$ cat src/rtl/i2c_multi_slave_sequencer_if.sv
// Bus bundle between the multi-slave sequencer, the I2C byte master and the RAM.
// The master modport is the sequencer side; the slave modport is the
// I2C master / RAM side.
interface i2c_multi_slave_sequencer_if #(
    parameter int RAM_AW = 8
);
    logic [RAM_AW-1:0] ram_addr;
    logic [7:0]        ram_wdata;
    logic              ram_we;
    logic [7:0]        ram_rdata;

    logic              Master_Go;
    logic              Master_Stop;
    logic              Master_RW;
    logic [5:0]        Master_NumOfBytes;
    logic [6:0]        Master_SlaveAddr;
    logic [7:0]        Master_SlaveRegAddr;
    logic [7:0]        Master_DataWriteReg;
    logic              Master_Ready;
    logic              Master_Done;
    logic              Master_ACK;
    logic [7:0]        Master_ReadData;

    modport master (
        output ram_addr, ram_wdata, ram_we,
        input  ram_rdata,
        output Master_Go, Master_Stop, Master_RW, Master_NumOfBytes,
        output Master_SlaveAddr, Master_SlaveRegAddr, Master_DataWriteReg,
        input  Master_Ready, Master_Done, Master_ACK, Master_ReadData
    );

    modport slave (
        input  ram_addr, ram_wdata, ram_we,
        output ram_rdata,
        input  Master_Go, Master_Stop, Master_RW, Master_NumOfBytes,
        input  Master_SlaveAddr, Master_SlaveRegAddr, Master_DataWriteReg,
        output Master_Ready, Master_Done, Master_ACK, Master_ReadData
    );
endinterface

$ cat src/rtl/i2c_multi_slave_sequencer.sv
// Multi-slave I2C burst sequencer: walks a list of slaves, doing one burst of
// BYTES_PER_SLAVE bytes per enabled slave, reading into or writing from a
// per-slave RAM window. Handles NACK / timeout per slave, loop and abort.
module i2c_multi_slave_sequencer #(
    parameter int         NUM_SLAVES      = 4,
    parameter int         BYTES_PER_SLAVE = 16,
    parameter int         RAM_AW          = 8,
    parameter logic [7:0] BASE_REG        = 8'h00,
    parameter int         TIMEOUT_CYCLES  = 200000
) (
    input  logic                    clk,
    input  logic                    reset,
    input  logic                    start,
    input  logic                    loop,
    input  logic                    abort,
    input  logic [7*NUM_SLAVES-1:0] slave_addr_list,
    input  logic [NUM_SLAVES-1:0]   enable_mask,
    input  logic [NUM_SLAVES-1:0]   rw_mask,
    i2c_multi_slave_sequencer_if.master bus,
    output logic                    busy,
    output logic                    pass_done,
    output logic [NUM_SLAVES-1:0]   err_flags,
    output logic [2:0]              cur_slave
);

    typedef enum logic [2:0] {
        ST_IDLE,
        ST_SELECT,
        ST_WAIT_RDY,
        ST_ISSUE,
        ST_XFER,
        ST_NEXT,
        ST_FINISH
    } state_t;

    localparam logic [3:0]  LAST_IDX  = 4'(NUM_SLAVES);
    localparam logic [5:0]  LAST_BYTE = 6'(BYTES_PER_SLAVE - 1);
    localparam logic [5:0]  NBYTES    = 6'(BYTES_PER_SLAVE);
    localparam logic [31:0] TMO_LAST  = 32'(TIMEOUT_CYCLES - 1);

    state_t state, state_d;

    logic [3:0]              idx, idx_d;
    logic [2:0]              sel;
    logic [5:0]              byte_cnt, byte_d;
    logic [31:0]             timer, timer_d;
    logic [NUM_SLAVES-1:0]   en_q, en_d, rw_q, rw_d, err_q, err_d;
    logic [7*NUM_SLAVES-1:0] list_q, list_d;

    logic [RAM_AW-1:0] addr_q, addr_d;
    logic [7:0]        wdata_q, wdata_d;
    logic              we_q, we_d;
    logic              go_q, go_d;
    logic              stop_q, stop_d;
    logic              mrw_q, mrw_d;
    logic [5:0]        nbytes_q, nbytes_d;
    logic [6:0]        saddr_q, saddr_d;
    logic [7:0]        regaddr_q, regaddr_d;
    logic [7:0]        dwr_q, dwr_d;
    logic              busy_q, busy_d;
    logic              pdone_q, pdone_d;
    logic [2:0]        cur_q, cur_d;

    logic                    en_cur, rw_cur;
    logic [NUM_SLAVES-1:0]   en_shift, rw_shift, err_bit;
    logic [7*NUM_SLAVES-1:0] list_shift;

    function automatic logic [RAM_AW-1:0] win_addr(input logic [2:0] s, input logic [5:0] b);
        return RAM_AW'(32'(s) * 32'(BYTES_PER_SLAVE) + 32'(b));
    endfunction

    assign sel = idx[2:0];

    // Per-slave views of the latched masks and address list for the current index.
    always_comb begin
        en_shift   = en_q >> sel;
        rw_shift   = rw_q >> sel;
        list_shift = list_q >> (32'(sel) * 32'd7);
        err_bit    = NUM_SLAVES'(1) << sel;
        en_cur     = en_shift[0];
        rw_cur     = rw_shift[0];
    end

    // Next-state and next-output logic; every output is registered below.
    always_comb begin
        state_d   = state;
        idx_d     = idx;
        byte_d    = byte_cnt;
        timer_d   = timer;
        en_d      = en_q;
        rw_d      = rw_q;
        list_d    = list_q;
        err_d     = err_q;
        addr_d    = addr_q;
        wdata_d   = wdata_q;
        we_d      = 1'b0;
        go_d      = 1'b0;
        stop_d    = 1'b0;
        mrw_d     = mrw_q;
        nbytes_d  = nbytes_q;
        saddr_d   = saddr_q;
        regaddr_d = regaddr_q;
        dwr_d     = dwr_q;
        busy_d    = busy_q;
        pdone_d   = 1'b0;
        cur_d     = cur_q;

        unique case (state)
            ST_IDLE: begin
                if (start && !abort) begin
                    state_d = ST_SELECT;
                    busy_d  = 1'b1;
                    err_d   = '0;
                    idx_d   = '0;
                    en_d    = enable_mask;
                    rw_d    = rw_mask;
                    list_d  = slave_addr_list;
                end
            end
            ST_SELECT: begin
                if (idx == LAST_IDX) begin
                    state_d = ST_FINISH;
                    pdone_d = 1'b1;
                end else if (!en_cur) begin
                    idx_d = idx + 4'd1;
                end else begin
                    state_d   = ST_WAIT_RDY;
                    addr_d    = win_addr(sel, 6'd0);
                    cur_d     = sel;
                    saddr_d   = list_shift[6:0];
                    mrw_d     = rw_cur;
                    nbytes_d  = NBYTES;
                    regaddr_d = BASE_REG;
                    byte_d    = '0;
                end
            end
            ST_WAIT_RDY: begin
                if (bus.Master_Ready) begin
                    state_d = ST_ISSUE;
                    go_d    = 1'b1;
                end
            end
            ST_ISSUE: begin
                state_d = ST_XFER;
                byte_d  = '0;
                timer_d = '0;
                stop_d  = (LAST_BYTE == 6'd0);
            end
            ST_XFER: begin
                if (bus.Master_Done) begin
                    timer_d = '0;
                    if (bus.Master_ACK) begin
                        err_d   = err_q | err_bit;
                        stop_d  = 1'b1;
                        state_d = ST_NEXT;
                    end else begin
                        if (rw_cur) begin
                            we_d    = 1'b1;
                            wdata_d = bus.Master_ReadData;
                            addr_d  = win_addr(sel, byte_cnt);
                        end else begin
                            // Point at the next byte now so its RAM data is in place before it is sent.
                            addr_d = win_addr(sel, byte_cnt + 6'd1);
                        end
                        if (byte_cnt == LAST_BYTE) begin
                            state_d = ST_NEXT;
                        end else begin
                            byte_d = byte_cnt + 6'd1;
                            stop_d = ((byte_cnt + 6'd1) == LAST_BYTE);
                        end
                    end
                end else if (timer == TMO_LAST) begin
                    err_d   = err_q | err_bit;
                    stop_d  = 1'b1;
                    state_d = ST_NEXT;
                end else begin
                    timer_d = timer + 32'd1;
                    stop_d  = (byte_cnt == LAST_BYTE);
                end
            end
            ST_NEXT: begin
                idx_d   = idx + 4'd1;
                state_d = ST_SELECT;
            end
            ST_FINISH: begin
                if (loop) begin
                    state_d = ST_SELECT;
                    idx_d   = '0;
                    err_d   = '0;
                    en_d    = enable_mask;
                    rw_d    = rw_mask;
                    list_d  = slave_addr_list;
                end else begin
                    state_d = ST_IDLE;
                    busy_d  = 1'b0;
                end
            end
            default: state_d = ST_IDLE;
        endcase

        // Write-mode data follows the RAM read port while a write burst is set up or running.
        if ((state == ST_WAIT_RDY || state == ST_ISSUE || state == ST_XFER) && !rw_cur) begin
            dwr_d = bus.ram_rdata;
        end

        // Abort overrides everything, including a byte completing in the same cycle.
        if (abort && state != ST_IDLE) begin
            state_d = ST_IDLE;
            busy_d  = 1'b0;
            stop_d  = 1'b1;
            go_d    = 1'b0;
            we_d    = 1'b0;
            pdone_d = 1'b0;
            err_d   = err_q;
            addr_d  = addr_q;
            wdata_d = wdata_q;
        end
    end

    // State and output registers with synchronous reset.
    always_ff @(posedge clk) begin
        if (reset) begin
            state     <= ST_IDLE;
            idx       <= '0;
            byte_cnt  <= '0;
            timer     <= '0;
            en_q      <= '0;
            rw_q      <= '0;
            list_q    <= '0;
            err_q     <= '0;
            addr_q    <= '0;
            wdata_q   <= '0;
            we_q      <= 1'b0;
            go_q      <= 1'b0;
            stop_q    <= 1'b0;
            mrw_q     <= 1'b0;
            nbytes_q  <= '0;
            saddr_q   <= '0;
            regaddr_q <= '0;
            dwr_q     <= '0;
            busy_q    <= 1'b0;
            pdone_q   <= 1'b0;
            cur_q     <= '0;
        end else begin
            state     <= state_d;
            idx       <= idx_d;
            byte_cnt  <= byte_d;
            timer     <= timer_d;
            en_q      <= en_d;
            rw_q      <= rw_d;
            list_q    <= list_d;
            err_q     <= err_d;
            addr_q    <= addr_d;
            wdata_q   <= wdata_d;
            we_q      <= we_d;
            go_q      <= go_d;
            stop_q    <= stop_d;
            mrw_q     <= mrw_d;
            nbytes_q  <= nbytes_d;
            saddr_q   <= saddr_d;
            regaddr_q <= regaddr_d;
            dwr_q     <= dwr_d;
            busy_q    <= busy_d;
            pdone_q   <= pdone_d;
            cur_q     <= cur_d;
        end
    end

    assign bus.ram_addr            = addr_q;
    assign bus.ram_wdata           = wdata_q;
    assign bus.ram_we              = we_q;
    assign bus.Master_Go           = go_q;
    assign bus.Master_Stop         = stop_q;
    assign bus.Master_RW           = mrw_q;
    assign bus.Master_NumOfBytes   = nbytes_q;
    assign bus.Master_SlaveAddr    = saddr_q;
    assign bus.Master_SlaveRegAddr = regaddr_q;
    assign bus.Master_DataWriteReg = dwr_q;
    assign busy                    = busy_q;
    assign pass_done               = pdone_q;
    assign err_flags               = err_q;
    assign cur_slave               = cur_q;

endmodule

$ cat src/flat_wrapper.sv
// flat-port wrapper written by rule: the top's interface ports become plain ports
module i2c_multi_slave_sequencer_flat 
#(
    parameter int         NUM_SLAVES      = 4,
    parameter int         BYTES_PER_SLAVE = 16,
    parameter int         RAM_AW          = 8,
    parameter logic [7:0] BASE_REG        = 8'h00,
    parameter int         TIMEOUT_CYCLES  = 200000
)
  (clk, reset, start, loop, abort, slave_addr_list, enable_mask, rw_mask, busy, pass_done, err_flags, cur_slave, bus_ram_addr, bus_ram_wdata, bus_ram_we, bus_ram_rdata, bus_Master_Go, bus_Master_Stop, bus_Master_RW, bus_Master_NumOfBytes, bus_Master_SlaveAddr, bus_Master_SlaveRegAddr, bus_Master_DataWriteReg, bus_Master_Ready, bus_Master_Done, bus_Master_ACK, bus_Master_ReadData);
  i2c_multi_slave_sequencer_if #(.RAM_AW(RAM_AW)) bus_i ();
  input  logic clk;
  input  logic reset;
  input  logic start;
  input  logic loop;
  input  logic abort;
  input  logic [7*NUM_SLAVES-1:0] slave_addr_list;
  input  logic [NUM_SLAVES-1:0] enable_mask;
  input  logic [NUM_SLAVES-1:0] rw_mask;
  output logic busy;
  output logic pass_done;
  output logic [NUM_SLAVES-1:0] err_flags;
  output logic [2:0] cur_slave;
  output wire logic [$bits(bus_i.ram_addr)-1:0] bus_ram_addr;
  output wire logic [$bits(bus_i.ram_wdata)-1:0] bus_ram_wdata;
  output wire logic [$bits(bus_i.ram_we)-1:0] bus_ram_we;
  input wire logic [$bits(bus_i.ram_rdata)-1:0] bus_ram_rdata;
  output wire logic [$bits(bus_i.Master_Go)-1:0] bus_Master_Go;
  output wire logic [$bits(bus_i.Master_Stop)-1:0] bus_Master_Stop;
  output wire logic [$bits(bus_i.Master_RW)-1:0] bus_Master_RW;
  output wire logic [$bits(bus_i.Master_NumOfBytes)-1:0] bus_Master_NumOfBytes;
  output wire logic [$bits(bus_i.Master_SlaveAddr)-1:0] bus_Master_SlaveAddr;
  output wire logic [$bits(bus_i.Master_SlaveRegAddr)-1:0] bus_Master_SlaveRegAddr;
  output wire logic [$bits(bus_i.Master_DataWriteReg)-1:0] bus_Master_DataWriteReg;
  input wire logic [$bits(bus_i.Master_Ready)-1:0] bus_Master_Ready;
  input wire logic [$bits(bus_i.Master_Done)-1:0] bus_Master_Done;
  input wire logic [$bits(bus_i.Master_ACK)-1:0] bus_Master_ACK;
  input wire logic [$bits(bus_i.Master_ReadData)-1:0] bus_Master_ReadData;
  assign bus_ram_addr = bus_i.ram_addr;
  assign bus_ram_wdata = bus_i.ram_wdata;
  assign bus_ram_we = bus_i.ram_we;
  assign bus_i.ram_rdata = bus_ram_rdata;
  assign bus_Master_Go = bus_i.Master_Go;
  assign bus_Master_Stop = bus_i.Master_Stop;
  assign bus_Master_RW = bus_i.Master_RW;
  assign bus_Master_NumOfBytes = bus_i.Master_NumOfBytes;
  assign bus_Master_SlaveAddr = bus_i.Master_SlaveAddr;
  assign bus_Master_SlaveRegAddr = bus_i.Master_SlaveRegAddr;
  assign bus_Master_DataWriteReg = bus_i.Master_DataWriteReg;
  assign bus_i.Master_Ready = bus_Master_Ready;
  assign bus_i.Master_Done = bus_Master_Done;
  assign bus_i.Master_ACK = bus_Master_ACK;
  assign bus_i.Master_ReadData = bus_Master_ReadData;
  i2c_multi_slave_sequencer #(.NUM_SLAVES(NUM_SLAVES), .BYTES_PER_SLAVE(BYTES_PER_SLAVE), .RAM_AW(RAM_AW), .BASE_REG(BASE_REG), .TIMEOUT_CYCLES(TIMEOUT_CYCLES)) u_core (.clk(clk), .reset(reset), .start(start), .loop(loop), .abort(abort), .slave_addr_list(slave_addr_list), .enable_mask(enable_mask), .rw_mask(rw_mask), .bus(bus_i), .busy(busy), .pass_done(pass_done), .err_flags(err_flags), .cur_slave(cur_slave));
endmodule
$ cat config.mk
export PLATFORM = sky130hd
export DESIGN_NAME = i2c_multi_slave_sequencer_flat
export DESIGN_NICKNAME = d
export VERILOG_FILES = /design/src/rtl/i2c_multi_slave_sequencer_if.sv /design/src/rtl/i2c_multi_slave_sequencer.sv /design/src/flat_wrapper.sv
export SDC_FILE = /design/constraint.sdc
export NUM_CORES = 1
export LEC_CHECK = 0
export CORE_MARGIN = 1.5
export CORE_UTILIZATION = 56
export CTS_CLUSTER_DIAMETER = 150
export CTS_CLUSTER_SIZE = 16
export DETAILED_ROUTE_END_ITERATION = 10
export GPL_TIMING_DRIVEN = 0
export PLACE_DENSITY = 0.86
export SETUP_SLACK_MARGIN = 0.05
export SLEW_MARGIN = 20
export SYNTH_ARGS = -nofsm -noshare
export SYNTH_HDL_FRONTEND = slang
export SYNTH_SLANG_ARGS = --single-unit
export TNS_END_PERCENT = 5
$ cat constraint.sdc
create_clock -name clk -period 5.2 [get_ports clk]
set_input_delay 1.04 -clock clk [delete_from_list [all_inputs] [get_ports clk]]
set_output_delay 1.04 -clock clk [all_outputs]
set_load 0.03 [all_outputs]
==> flow_summary_export.csv, run 1 <==
group,metric,value,unit
status,outcome,"finished clean",
synthesis,avgSynthCellArea,8.71,sq um
cts,cts.root.buffer_cell,"clkbuf_8",
layout,layout_commonest_cell,"dfxtp_1",
layout,final_layout_size_suffix_gt1_frac,0.102,
die,die_w,105,um
sta,post-route-period-util,0.579,
die,rows,37,
detailed_routing,drt_wl_total,16000,um
sta,setup_tns,0,ps
synthesis,synth_seq_cells,126,
layout,synthToLayoutAreaGrowth,31.6,%
critical_path,worstSetupPathType,"reg -> reg",
cts,cts_max_level,4,
power,finalPower,2380,uW
synthesis,synth_warnings,0,
power,ir_drop,0.206,mV
global_route,grt_overflow,0,
cts,path_clk_slew,60,ps
synthesis,synth-edff-count,0,
die,ios,118,
cts,cts_resized,0,
critical_path,cp.buffers_inverters,2,
critical_path,critPathMaxFanout,10,
sta,fmax,0.332,GHz
critical_path,crit_path_end_kind,"flop",
sta,setup_ws,2190,ps
global_route,antenna_found_initial,0,
power,cellLeakagePower,0.00286,uW
die,core_area,10200,sq um
sta,tightest_slew,967,ps
min_path,hold_path_class,"reg -> reg",
synthesis,syn_area,5880,sq um
detailed_routing,vias,5588,
placement,io_buffers,104,
synthesis,seq_area_frac_synth,0.429,
detailed_routing,drc,0,
sta,rsz0062_at_grt,"false",
cts,cts_tree,"done",
sta,slew_violations,0,
cts,clk_latency,550,ps
detailed_routing,first_pass_iters,5,
synthesis,synthCells,675,
cts,cts.path.max_buffers,2,
cts,numCtsBuffers,17,
critical_path,crit_chain,"clkbuf_2 > mux4_2 > and2_1 > buf_2 > nor2_1 > xor2_1 > ha_1 > a21oi_1 > nor4b_1 > a21oi_1 > nor2_1 > a21oi_1 > nor2_1",
critical_path,path_delay_family,"multiplexers",
detailed_routing,ant_nets,0,
synthesis,synth-main-ff-cell,"dfxtp_1",
layout,mostFrequentLayoutCells,"dfxtp_1, nand2_1, clkdlybuf4s50_1, nor2_1, a21oi_1",
critical_path,critPathSlowestCell,"mux4_2",
sta,finClkSkew,8.85,ps
die,die_y,105,um
die,die-area,11100,sq um
detailed_routing,wl_per_cell,16.7,um
global_route,grt_pass1_vias,5571,
flow_run,timing.max_cap.violations,0,
placement,globalplace.congestion,0.901,
global_route,grt_usage,0.296,
sta,hold_viol_final,0,
cts,cts.sinks,126,
placement,hpwl,11500,um
global_route,grt_max_degree,17,
synthesis,synth.distinct_cells,68,
cts,cts_hold_buf,0,
detailed_routing,drt_iter0_drc,440,
layout,nets,881,
synthesis,async_reset_ff_frac,0,
layout,final_core_util,0.756,
detailed_routing,viasPerCell,5.83,
sta,max_slew_margin,0.349,
critical_path,required,5610,ps
power,power_density,308,nW/um^2
placement,dp_slack,1900,ps
global_route,grt_pass1_wl,26100,um
critical_path,crit_arrival,3420,ps
critical_path,critPathMaxStageDelay,540,ps
sta,finalSetupViolations,0,
layout,antenna-diode-count,0,
critical_path,start_kind,"flop",
cts,cts_setup_buffers,0,
sta,finalCriticalPeriod,3010,ps
die,start_util,0.574,
routing by layer:
layer,global-route usage,wire [um],vias to the layer above
met5,0,0,-
met4,0.160,574,0
met3,0.0736,980,60
met2,0.524,8160,248
met1,0.326,6290,2664
li1,-,-,2616
final timing paths:
path,to,cells after the start,slack [ps],start
setup / recovery,u_core.bus.ram_addr[7]$_SDFFE_PP0P_,13,2190,u_core.idx[0]$_SDFFE_PP0P_
hold / removal,u_core.list_q[3]$_SDFFE_PP0P_,2,460,u_core.list_q[3]$_SDFFE_PP0P_
setup reg to reg,u_core.bus.ram_addr[7]$_SDFFE_PP0P_,13,2190,u_core.idx[0]$_SDFFE_PP0P_
hold reg to reg,u_core.list_q[3]$_SDFFE_PP0P_,2,460,u_core.list_q[3]$_SDFFE_PP0P_
cell usage after synthesis (5+ instances only):
library cell	instances	area, sq um
xor2_1	14	123
buf_2	9	45.0
mux2i_1	26	260
o31ai_1	10	75.1
and2_1	9	56.3
nand2_1	111	417
o21ai_1	5	25.0
nor2_1	71	267
a31oi_1	8	50.1
inv_1	8	30.0
dfxtp_1	126	2520
xnor2_1	10	87.6
buf_4	17	128
a311oi_1	5	43.8
clkbuf_1	22	82.6
a21oi_1	54	270
nand2b_1	7	43.8
nor3_1	10	50.1
and3_1	16	100
or3_1	6	37.5
nand3_1	18	90.1
o21ai_0	20	100
mux4_2	9	203
ha_1	10	125
nand4_1	6	37.5
area by class of cell:
cell class | instances | area (sq um)
Multi-Input combinational cell | 501 | 3090
Fill cell | 707 | 2500
Buffer | 52 | 279
Sequential cell | 126 | 2520
Clock buffer | 23 | 467
Inverter | 8 | 30.0
Timing Repair Buffer | 104 | 1040
Clock inverter | 9 | 133
Tap cell | 136 | 170
sequential cells by signal, indices dropped and copies added (netlist names), 3 cells and up:
signal and flops:
u_core.bus.Master_SlaveAddr 7, u_core.err_flags 4, u_core.list_q 28, u_core.byte_cnt 6
u_core.bus.ram_addr 8, u_core.rw_q 4, u_core.idx 4, u_core.bus.ram_wdata 8
u_core.timer 32, u_core.bus.Master_DataWriteReg 8, u_core.en_q 4, u_core.state 3
u_core.cur_slave 3
metrics by stage:
stage	instances	instance area, sq um	hold slack, ps
detailed placement	927	7130	447
global route	959	7730	472
finish	959	7730	455
global placement	927	7130	439
CTS	959	7730	455
floorplan	687	5920	433
tightest hold or removal path, stage by stage, from the launching register on:
cell and delay (ps):
dfxtp_1 310, nand2_1 50, a21oi_1 50
power by group:
part           internal [uW]  switching (uW)  total, uW  leakage [uW]
Sequential               984            11.1        995       0.00102
Clock                    769             435       1200      0.000289
Combinational           83.8            95.1        179       0.00155
Total                   1840             542       2380       0.00286
cells by family after synthesis:
logic type | share of synthesized area
simple gates | 0.239
compound gates | 0.138
flops | 0.429
buf+inv | 0.0526
mux | 0.0807
xor+xnor | 0.0358
fa+ha+maj | 0.0247
other cells | 0.000638
Note: power is estimated with default switching activity, not from simulation.
==> inputs of run 2 (changes only) <==
Settings changed: CORE_UTILIZATION 56 to 52, PLACE_DENSITY 0.86 to 0.81.
Clock period 5.2 ns to 3 ns, I/O delays scaled along.
==> run 2 against run 1 <==
Critical path depth down 3. Utilization down 4.5 points. First-iteration DRC count up 6.8%. Largest power group unchanged.
==> flow_summary_export.csv, run 2 (same netlist as run 1, synthesis figures left out) <==
group,metric,value,unit
status,outcome,"finished clean",
die,start_util,0.537,
die,ios,118,
die,die_w,109,um
global_route,grt_pass1_wl,25500,um
die,die-area,11900,sq um
cts,cts_max_level,4,
cts,numCtsBuffers,17,
sta,finalSetupViolations,0,
sta,setup_ws,183,ps
sta,finalCriticalPeriod,2820,ps
critical_path,rr_endpoint,"u_core.bus.ram_addr[5]$_SDFFE_PP0P_",
critical_path,critPathSlowestCell,"mux4_2",
critical_path,crit_path_end_kind,"flop",
layout,mostFrequentLayoutCells,"dfxtp_1, nand2_1, clkdlybuf4s50_1, nor2_1, a21oi_1",
layout,layout_commonest_cell,"dfxtp_1",
sta,hold_viol_final,0,
sta,fmax,0.355,GHz
global_route,grt_overflow,0,
layout,top_regs,"u_core.timer x32, u_core.list_q x28",
sta,tightest_slew,879,ps
cts,path_clk_slew,60,ps
critical_path,required,3320,ps
placement,io_buffers,104,
placement,globalplace.congestion,0.867,
critical_path,r2r_setup_slack,180,ps
critical_path,r2r_cells,10,
sta,max_slew_margin,0.409,
power,ir_drop,0.466,mV
cts,cts_hold_buf,0,
cts,cts.sinks,126,
sta,rsz0062_at_grt,"true",
min_path,hold_path_class,"reg -> reg",
flow_run,timing.max_cap.violations,0,
power,power_density,530,nW/um^2
detailed_routing,viasPerCell,5.67,
critical_path,cp.buffers_inverters,2,
power,cellLeakagePower,0.00287,uW
die,core_area,10900,sq um
critical_path,cp.depth,10,
placement,hpwl,11200,um
cts,cts_tree,"done",
detailed_routing,vias,5463,
sta,post-route-period-util,0.939,
critical_path,critPathMaxStageDelay,490,ps
detailed_routing,drt_iter0_drc,470,
layout,antenna-diode-count,0,
global_route,grt_pass1_vias,5304,
cts,cts.root.buffer_cell,"clkbuf_16",
critical_path,crit_chain,"buf_4 > mux4_2 > and2_1 > buf_2 > nor2_4 > xor2_1 > ha_1 > fa_1 > nand2_1 > a311oi_1",
die,die_y,109,um
layout,fillers,858,
sta,setup_tns,0,ps
detailed_routing,wl_per_cell,16.5,um
detailed_routing,first_pass_iters,5,
critical_path,crit_path_end,"u_core.bus.ram_addr[5]$_SDFFE_PP0P_",
global_route,antenna_found_initial,0,
layout,final_layout_size_suffix_gt1_frac,0.112,
layout,largest-register,"u_core.timer",
critical_path,r2r-start,"u_core.idx[0]$_SDFFE_PP0P_",
layout,final_core_util,0.711,
critical_path,worstSetupPathType,"reg -> reg",
cts,clk_latency,410,ps
die,rows,38,
layout,nets,881,
placement,dp_slack,113,ps
critical_path,start_kind,"flop",
global_route,grt_usage,0.276,
critical_path,crit_start,"u_core.idx[0]$_SDFFE_PP0P_",
global_route,grt_max_degree,17,
detailed_routing,ant_nets,0,
critical_path,path_delay_family,"adder cells",
cts,cts.path.max_buffers,2,
sta,finClkSkew,9.01,ps
critical_path,crit_arrival,3140,ps
detailed_routing,drc,0,
sta,slew_violations,0,
layout,largest_reg_flops,32,
critical_path,critPathMaxFanout,10,
layout,synthToLayoutAreaGrowth,32.3,%
sta,hold_slack,452,ps
detailed_routing,drt_wl_total,15900,um
[run 2: how the worst min path moves through the flow]
stage / from / end / slack [ps] / cells after the start
2_1_floorplan: u_core.en_q[1]$_SDFFE_PP0P_ / u_core.en_q[1]$_SDFFE_PP0P_ / 430 / 2
3_3_place_gp: u_core.list_q[10]$_SDFFE_PP0P_ / u_core.list_q[10]$_SDFFE_PP0P_ / 440 / 2
3_5_place_dp: u_core.list_q[17]$_SDFFE_PP0P_ / u_core.list_q[17]$_SDFFE_PP0P_ / 450 / 2
4_1_cts: u_core.list_q[17]$_SDFFE_PP0P_ / u_core.list_q[17]$_SDFFE_PP0P_ / 450 / 2
5_1_grt: u_core.list_q[17]$_SDFFE_PP0P_ / u_core.list_q[17]$_SDFFE_PP0P_ / 470 / 2
6_report: u_core.list_q[17]$_SDFFE_PP0P_ / u_core.list_q[17]$_SDFFE_PP0P_ / 450 / 2
[run 2: report_power, final]
group / total (uW) / leakage (uW) / internal, uW / switching [uW]
Sequential: 1720 / 0.00102 / 1710 / 18.7
Clock: 2090 / 0.000297 / 1330 / 758
Combinational: 308 / 0.00156 / 146 / 163
[run 2: stage by stage]
step                power (uW)  cell area (sq um)  std cells
CTS                       4120               7750        963
global placement          2050               7140        931
detailed placement        2060               7140        931
finish                    4120               7780        963
floorplan                 1920               5920        687
global route              4240               7780        963
[run 2: worst min-delay path, cell delays in order (launching register included)]
cell and delay [ps]:
dfxtp_1 300, nand2_1 50, a21oi_1 50
[run 2: per-layer routing]
metal	track usage	wire, um	part of all wire
met1	0.334	6520	0.41
met2	0.479	8200	0.52
met3	0.0575	904	0.057
met4	0.109	278	0.017
met5	0	0	0
[run 2: what timing repair did]
item | in CTS | in global routing
setup endpoints to repair | 1 | 3
setup buffers | 0 | 0
resized for setup | 2 | 7
pin swaps | 0 | 1
[run 2: layout make-up]
class	count	area [sq um]	share of cell area
clock inverter	13	165	0.0212
buffer	52	282	0.0362
inverter	8	30.0	0.00386
sequential	126	2520	0.324
tap	140	175	0.0225
multi-input combinational	501	3120	0.401
clock buffer	19	443	0.0569
timing repair buffer	104	1040	0.134
